--- config.mk ---
export PLATFORM = sky130hd
export DESIGN_NAME = dds_ram_arbiter
export DESIGN_NICKNAME = d
export VERILOG_FILES = /design/src/rtl/dds_ram_pkg.sv /design/src/rtl/dds_phase_acc.sv /design/src/rtl/dds_ram_arbiter.sv
export SDC_FILE = /design/constraint.sdc
export NUM_CORES = 1
export LEC_CHECK = 0
export CAP_MARGIN = 20
export CORE_MARGIN = 2
export CORE_UTILIZATION = 51
export CTS_CLUSTER_DIAMETER = 100
export CTS_CLUSTER_SIZE = 25
export DETAILED_ROUTE_END_ITERATION = 10
export PLACE_DENSITY = 0.86
export SLEW_MARGIN = 20
export SYNTH_ARGS = -nofsm -noshare
export SYNTH_HDL_FRONTEND = slang
export SYNTH_HIERARCHICAL = 1
export SYNTH_SLANG_ARGS = --single-unit
--- constraint.sdc ---
create_clock -name clk -period 8.6 [get_ports clk]
set_input_delay 1.72 -clock clk [delete_from_list [all_inputs] [get_ports clk]]
set_output_delay 1.72 -clock clk [all_outputs]
set_load 0.05 [all_outputs]
--- src/rtl/dds_ram_pkg.sv ---
// Shared types and default widths for the RAM_DDS waveform RAM arbiter.
// Grant and in-flight read tag encodings plus the dropped-tick counter width.
package dds_ram_pkg;

  localparam int DATA_W_DEF   = 32;
  localparam int ADDR_W_DEF   = 10;
  localparam int PHASE_W_DEF  = 32;
  localparam int STARVE_DEF   = 4;
  localparam int DROP_CNT_W   = 16;

  typedef enum logic [1:0] {
    GNT_NONE,
    GNT_PLAY,
    GNT_HOST_WR,
    GNT_HOST_RD
  } gnt_t;

  typedef enum logic [1:0] {
    TAG_NONE,
    TAG_PLAY,
    TAG_HOST_RD
  } tag_t;

endpackage

--- src/rtl/dds_phase_acc.sv ---
// DDS phase accumulator with clear, advance and offset address extraction.
// Ports: clk, rst, adv_i (tick honoured), clr_i, ftw_i, pow_i -> addr_o.
module dds_phase_acc #(
  parameter int PHASE_WIDTH = 32,
  parameter int ADDR_WIDTH  = 10
) (
  input  logic                   clk,
  input  logic                   rst,
  input  logic                   adv_i,
  input  logic                   clr_i,
  input  logic [PHASE_WIDTH-1:0] ftw_i,
  input  logic [ADDR_WIDTH-1:0]  pow_i,
  output logic [ADDR_WIDTH-1:0]  addr_o
);

  logic [PHASE_WIDTH-1:0] phase_q, phase_d;

  always_comb begin
    phase_d = phase_q;
    if (clr_i)
      phase_d = '0;
    else if (adv_i)
      phase_d = phase_q + ftw_i;
  end

  always_ff @(posedge clk) begin
    if (rst)
      phase_q <= '0;
    else
      phase_q <= phase_d;
  end

  // Address always comes from the pre-update phase.
  assign addr_o = phase_q[PHASE_WIDTH-1 -: ADDR_WIDTH] + pow_i;

endmodule

--- src/rtl/dds_ram_arbiter.sv ---
// Single-port waveform RAM sequencer: DDS playback vs host load/readback.
// Ports: clk/rst; en,tick,phase_clr,ftw,pow; h_* host; sample*; drop_cnt; ram_*.
module dds_ram_arbiter
  import dds_ram_pkg::*;
#(
  parameter int DATA_WIDTH   = DATA_W_DEF,
  parameter int ADDR_WIDTH   = ADDR_W_DEF,
  parameter int PHASE_WIDTH  = PHASE_W_DEF,
  parameter int STARVE_LIMIT = STARVE_DEF,
  parameter int DROP_WIDTH   = DROP_CNT_W
) (
  input  logic                   clk,
  input  logic                   rst,
  input  logic                   en,
  input  logic                   tick,
  input  logic                   phase_clr,
  input  logic [PHASE_WIDTH-1:0] ftw,
  input  logic [ADDR_WIDTH-1:0]  pow,
  input  logic                   h_valid,
  input  logic                   h_we,
  input  logic [ADDR_WIDTH-1:0]  h_addr,
  input  logic [DATA_WIDTH-1:0]  h_wdata,
  output logic                   h_ready,
  output logic                   h_rvalid,
  output logic [DATA_WIDTH-1:0]  h_rdata,
  output logic [DATA_WIDTH-1:0]  sample,
  output logic                   sample_valid,
  output logic [DROP_WIDTH-1:0]  drop_cnt,
  output logic [ADDR_WIDTH-1:0]  ram_addr,
  output logic [DATA_WIDTH-1:0]  ram_din,
  output logic                   ram_wrn,
  input  logic [DATA_WIDTH-1:0]  ram_dout
);

  localparam int SW = $clog2(STARVE_LIMIT + 1);
  localparam logic [SW-1:0] STARVE_MAX = SW'(STARVE_LIMIT);

  logic play_req, starved, drop;
  logic host_force, host_norm, host_gnt, play_win;
  gnt_t gnt;
  tag_t tag_q, tag_d;
  logic [SW-1:0]         starve_q, starve_d;
  logic [DROP_WIDTH-1:0] drop_q, drop_d;
  logic [ADDR_WIDTH-1:0] play_addr, ram_addr_q;
  logic [DATA_WIDTH-1:0] ram_din_q, sample_q, h_rdata_q;
  logic                  sample_valid_q, h_rvalid_q;

  dds_phase_acc #(
    .PHASE_WIDTH(PHASE_WIDTH),
    .ADDR_WIDTH (ADDR_WIDTH)
  ) u_phase (
    .clk   (clk),
    .rst   (rst),
    .adv_i (play_req),
    .clr_i (phase_clr),
    .ftw_i (ftw),
    .pow_i (pow),
    .addr_o(play_addr)
  );

  assign play_req = en & tick;
  assign starved  = (starve_q >= STARVE_MAX);

  // Mutually exclusive grant terms; nothing is granted during reset.
  assign host_force = !rst & starved & h_valid;
  assign play_win   = !rst & play_req & !host_force;
  assign host_norm  = !rst & h_valid & !play_req & !starved;
  assign host_gnt   = host_force | host_norm;
  assign drop       = host_force & play_req;

  always_comb begin
    gnt = GNT_NONE;
    unique case (1'b1)
      host_gnt: gnt = h_we ? GNT_HOST_WR : GNT_HOST_RD;
      play_win: gnt = GNT_PLAY;
      default:  gnt = GNT_NONE;
    endcase
  end

  always_comb begin
    ram_addr = ram_addr_q;
    ram_din  = ram_din_q;
    ram_wrn  = 1'b0;
    h_ready  = 1'b0;
    tag_d    = TAG_NONE;
    unique case (gnt)
      GNT_PLAY: begin
        ram_addr = play_addr;
        tag_d    = TAG_PLAY;
      end
      GNT_HOST_WR: begin
        ram_addr = h_addr;
        ram_din  = h_wdata;
        ram_wrn  = 1'b1;
        h_ready  = 1'b1;
      end
      GNT_HOST_RD: begin
        ram_addr = h_addr;
        h_ready  = 1'b1;
        tag_d    = TAG_HOST_RD;
      end
      default: ;
    endcase
  end

  always_comb begin
    starve_d = starve_q;
    if (host_gnt || !h_valid)
      starve_d = '0;
    else if (play_win && !starved)
      starve_d = starve_q + 1'b1;
  end

  assign drop_d = (drop && (drop_q != '1)) ? drop_q + 1'b1 : drop_q;

  always_ff @(posedge clk) begin
    if (rst) begin
      tag_q          <= TAG_NONE;
      starve_q       <= '0;
      drop_q         <= '0;
      ram_addr_q     <= '0;
      ram_din_q      <= '0;
      sample_q       <= '0;
      h_rdata_q      <= '0;
      sample_valid_q <= 1'b0;
      h_rvalid_q     <= 1'b0;
    end else begin
      tag_q          <= tag_d;
      starve_q       <= starve_d;
      drop_q         <= drop_d;
      ram_addr_q     <= ram_addr;
      ram_din_q      <= ram_din;
      sample_valid_q <= (tag_q == TAG_PLAY);
      h_rvalid_q     <= (tag_q == TAG_HOST_RD);
      if (tag_q == TAG_PLAY)
        sample_q <= ram_dout;
      if (tag_q == TAG_HOST_RD)
        h_rdata_q <= ram_dout;
    end
  end

  assign sample       = sample_q;
  assign sample_valid = sample_valid_q;
  assign h_rdata      = h_rdata_q;
  assign h_rvalid     = h_rvalid_q;
  assign drop_cnt     = drop_q;

endmodule
# Word level (Yosys, flattened, before mapping)

Cells that the tools add are included.

Reductions and logical operators: 11
Shift-type cells: 0
Mux-type cells: 7
Divide/modulo/power cells: 0
$add $sub $neg: 4
Order comparisons: 1
Multipliers: 0
Bitwise logic cells: 10
Equal/unequal tests: 6

Operator list:

| cell                                                      | number |
|---|---|
| adder 32 bit                                              | 1 |
| two-way mux 32 bit                                        | 1 |
| one-hot mux 10 bit (2 select lines)                       | 1 |
| adder 16 x 1 -> 16 bit (second input constant)            | 1 |
| != test 16 bit (second input constant)                    | 1 |
| adder 10 bit                                              | 1 |
| bitwise AND 1 bit                                         | 9 |
| one-hot mux 2 bit (2 select lines)                        | 2 |
| == test 2 bit (second input constant)                     | 3 |
| OR reduction 2 bit                                        | 3 |
| logical NOT 1 bit                                         | 5 |
| == test 2 x 1 -> 1 bit (second input constant)            | 2 |
| adder 3 x 1 -> 3 bit (second input constant)              | 1 |
| greater-or-equal comparator 3 bit (second input constant) | 1 |
| two-way mux 1 bit                                         | 3 |
| logical AND 1 bit                                         | 2 |
| logical OR 1 bit                                          | 1 |
| bitwise OR 1 bit                                          | 1 |

Memory bits (writable): 0
Output and inout bits: 126
Flip-flop bits (word level): 161
Logic and storage cells: 49
Latch bits: 0
Bits in read-only memories: 0
Memories kept: 0

# Logic depth before layout (Yosys ltp)

Depth in word-level cells: 9
Depth in mapped cells: 12
Mapped depth without buffers: 12

# Hierarchy

The synthesis kept the hierarchy.

Modules (own cells, without submodules):

| module          | area each (sq um) | times used | cells an instance |
|---|---|---|---|
| dds_ram_arbiter | 5113.7            | 1          | 559 |
| dds_phase_acc   | 3066.7            | 1          | 394 |

# Worst setup path after synthesis

No wires, ideal clock.

Path kind: in2out
Start: input pow[0]
End: output ram_addr[8]
Data required time: 6880 ps
Data arrival time: 3728 ps
Stages: 11
Path slack: 3152 ps
Path buffers: 0
Path through: ha_1 fa_1 a21oi_1 nor2_1 nor2_1 o21bai_1 a21oi_1 o21bai_1 a21oi_1 xnor2_1 a221o_1

Word-level cells in the longest chain between the ends: 2

RTL lines:

| what                                | RTL line              | text |
|---|---|---|
| from (decl)                         | dds_ram_arbiter.sv:18 | `input logic [ADDR_WIDTH-1:0] pow,` |
| adder 10 bit                        | dds_phase_acc.sv:34   | `assign addr_o = phase_q[PHASE_WIDTH-1 -: ADDR_WIDTH] + pow_i;` |
| net play_addr[8]                    | dds_ram_arbiter.sv:44 | `logic [ADDR_WIDTH-1:0] play_addr, ram_addr_q;` |
| one-hot mux 10 bit (2 select lines) | dds_ram_arbiter.sv:86 | `unique case (gnt)` |
| to (decl)                           | dds_ram_arbiter.sv:29 | `output logic [ADDR_WIDTH-1:0] ram_addr,` |

The timed path passes the listed nets, and every way through them passes these cells.

# Worst setup path in the final report

Start: input pow[1]
End: output ram_addr[9]

Same word-level chain as after synthesis.

==> out/summary.txt <==
Worst Setup End Kind - output port
FF+latch area - 0.00322 mm²
Main synth FF type - dfxtp_1
post-DP HPWL - 17.0 mm
Tcrit/Tclk final - 77.4%
sequential share of the synthesized area - 39.4%
clock slew seen by the registers of the worst setup and hold paths - 0.06 ns
Peak Freq - 150 MHz
final wirelength - 23.4 mm
antenna violations before repair - 0
GP Congestion - 0.945
Die Footprint - 0.0171 mm²
worst slew pin tran - 0.845 ns
Synth top cells by count - 169 x nand2_1, 161 x dfxtp_1, 110 x a21oi_1, 56 x nor2_1
FF-to-FF setup slack - 5.55 ns
# rows - 46
footprint of the multi-input gates - 0.00467 mm²
CTS sink count - 161
fraction of registers with async set/reset - 0%
CTS resizes - 0
hold_buf cts - 0
Area Overhead vs Synth - 39.1%
clock root cell - clkbuf_16
area of placed instances - 0.0108 mm²
HP Start - h_rdata[23]$_SDFFE_PP0P_
Clk Latency, worst-skew pair - 0.42 ns
WL per Instance - 16.7 µm
I/O pin cnt - 249
reg2reg end - u_phase/phase_q[30]$_SDFFE_PP0P_
DRT iter0 DRCs - 587
Final Max Tran Viols - 0
CP required - 6.88 ns
Setup-failing EPs final - 0
post-synth top area share - 39.4%
number of max-cap violations - 0
CTS tree - done
Hold Fails Final Rpt - 0
Synthesis Warnings - 6
Post-synth EDFFs - 0
cell area after layout - 0.0114 mm²
reg2reg start - u_phase/phase_q[0]$_SDFFE_PP0P_
Setup CP Type - input port to output port
clock skew - 0.0116 ns
status - completed
most frequent cell after synthesis - nand2_1
slew margin rel. - 43.7%
first-pass GRT wire length - 35.9 mm
H-tree level count - 4
layout cells sized above 1 - 7.17%
R2R cell count - 10
RSZ-0062 raised after global routing - false
clock period minus worst slack - 6.66 ns
pwr dens - 170 mW/mm²
Worst EP arrival - 4.94 ns
leakage power - 4.49 nW
Final TNS setup - 0 ns
Gate Count Post-Synth - 953
post-synthesis cell type count - 59
type of origin of the critical path - input port
Initial Util - 51.9%
synthesized net count - 1121
largest net degree at the start of global routing - 83
fill count - 1191
Port Buffer Count - 248
Vias/cell - 5.59
Ant. Diodes - 0
Setup Buffers After CTS - 0
DRT antenna net count - 0
number of global-route vias before repair - 7221
largest area contributor in the netlist - dfxtp_1
Initial DRT Pass Iterations - 5
Tot GR Track Use - 26.7%
Die W - 131 µm
Core Region - 0.0158 mm²
via count - 7829
hold crit path type - flop to flop
Post-Syn Area - 0.00818 mm²
die height - 131 µm
worst hold endpoint - h_rdata[23]$_SDFFE_PP0P_
clk buf depth - 2
cts bufs inserted - 17
top post-synthesis cells by area - dfxtp_1 39%, nand2_1 7.8%, a21oi_1 6.7%, ha_1 6.6%, mux2_4 5.3%
GR Overflow Total - 0
layout net count - 1340
hold depth - 2
Crit Path Max Fanout - 2
DRC Markers - 0
Yosys reg bits - 161
maximum vdd drop - 0.137 mV
synthesized area per cell - 8.58 µm²
-- worst max path at each step --
stage	from	end	slack (ns)	depth (start not counted)
after global routing	pow[0]	ram_addr[8]	1.78	13
after floorplan	pow[0]	ram_addr[8]	3.15	11
after CTS	pow[1]	ram_addr[9]	1.98	12
after global placement	pow[1]	ram_addr[9]	2.08	12
after detailed placement	pow[1]	ram_addr[9]	1.98	12
final	pow[1]	ram_addr[9]	1.94	12
-- routing by layer --
| layer | global-route usage (%) | routed length, µm | share of wire (%) |
|---|---|---|---|
| met5 | 0 | 0 | 0 |
| met4 | 11.0 | 713 | 3.0 |
| met3 | 5.90 | 1670 | 7.2 |
| met2 | 46.8 | 11600 | 49 |
| met1 | 31.6 | 9450 | 40 |
-- area by class of cell --
cell class	instances	share of cell area, %
Timing Repair Buffer	256	22.3
Sequential cell	161	28.3
Tap cell	216	2.37
Clock inverter	14	1.70
Inverter	15	0.495
Clock buffer	18	3.77
Multi-Input combinational cell	721	41.0
-- cell families after synthesis --
group,count (synthesis),share of synthesized area [%]
and+or+nand+nor,374,21.9
AOI/OAI and AO/OA,225,17.2
DFF,161,39.4
buffers and inverters,71,3.59
muxes,49,7.85
adders and majority gates,45,7.07
xor gates and xnor gates,28,3.00
-- report_power, final --
part           total (mW)  internal, mW  switching (mW)  leakage (nW)
Sequential          0.778         0.767          0.0107          1.31
Combinational       0.350         0.151           0.198          2.89
Clock               0.806         0.469           0.337         0.300
Total                1.93          1.39           0.546          4.49
-- layout by cell type, fill, tap and decap left out, types with 14 or more instances in the layout --
cell,n
mux2_4,29
o21ai_0,26
nand4_1,15
and2_1,47
nand3_1,17
a21oi_1,110
dfxtp_1,161
a21o_1,15
nor2_1,56
clkdlybuf4s50_1,247
xnor2_1,20
inv_1,14
clkbuf_16,17
ha_1,43
nand2_1,169
mux2i_1,15
-- flip-flops by register name (all words and copies together) (netlist names), 2 cells and up --
signal           cells
sample              32
tag_q                2
u_phase/phase_q     32
starve_q             3
ram_addr_q          10
drop_cnt            16
ram_din_q           32
h_rdata             32
-- metrics by stage --
step | utilization [%] | cells | power [mW] | hold WS, ns | setup slack, ns
finish | 72.2 | 1401 | 1.93 | 0.454 | 1.94
global route | 72.2 | 1401 | 2.00 | 0.470 | 1.78
CTS | 72.2 | 1401 | 1.94 | 0.455 | 1.98
detailed placement | 68.2 | 1369 | 1.14 | 0.446 | 1.98
global placement | 68.2 | 1369 | 1.13 | 0.441 | 2.08
floorplan | - | 953 | 1.01 | 0.430 | 3.15
-- worst max-delay path, stage by stage --
cell,delay (ns)
clkdlybuf4s50_1,0.45
ha_1,0.32
a21o_1,0.17
a21oi_1,0.23
o21bai_1,0.10
a21oi_1,0.22
o21ai_0,0.18
a21o_1,0.21
a21oi_1,0.19
xnor2_1,0.14
a221o_1,0.18
clkdlybuf4s50_1,0.82
Note: power is estimated with default switching activity, not from simulation.
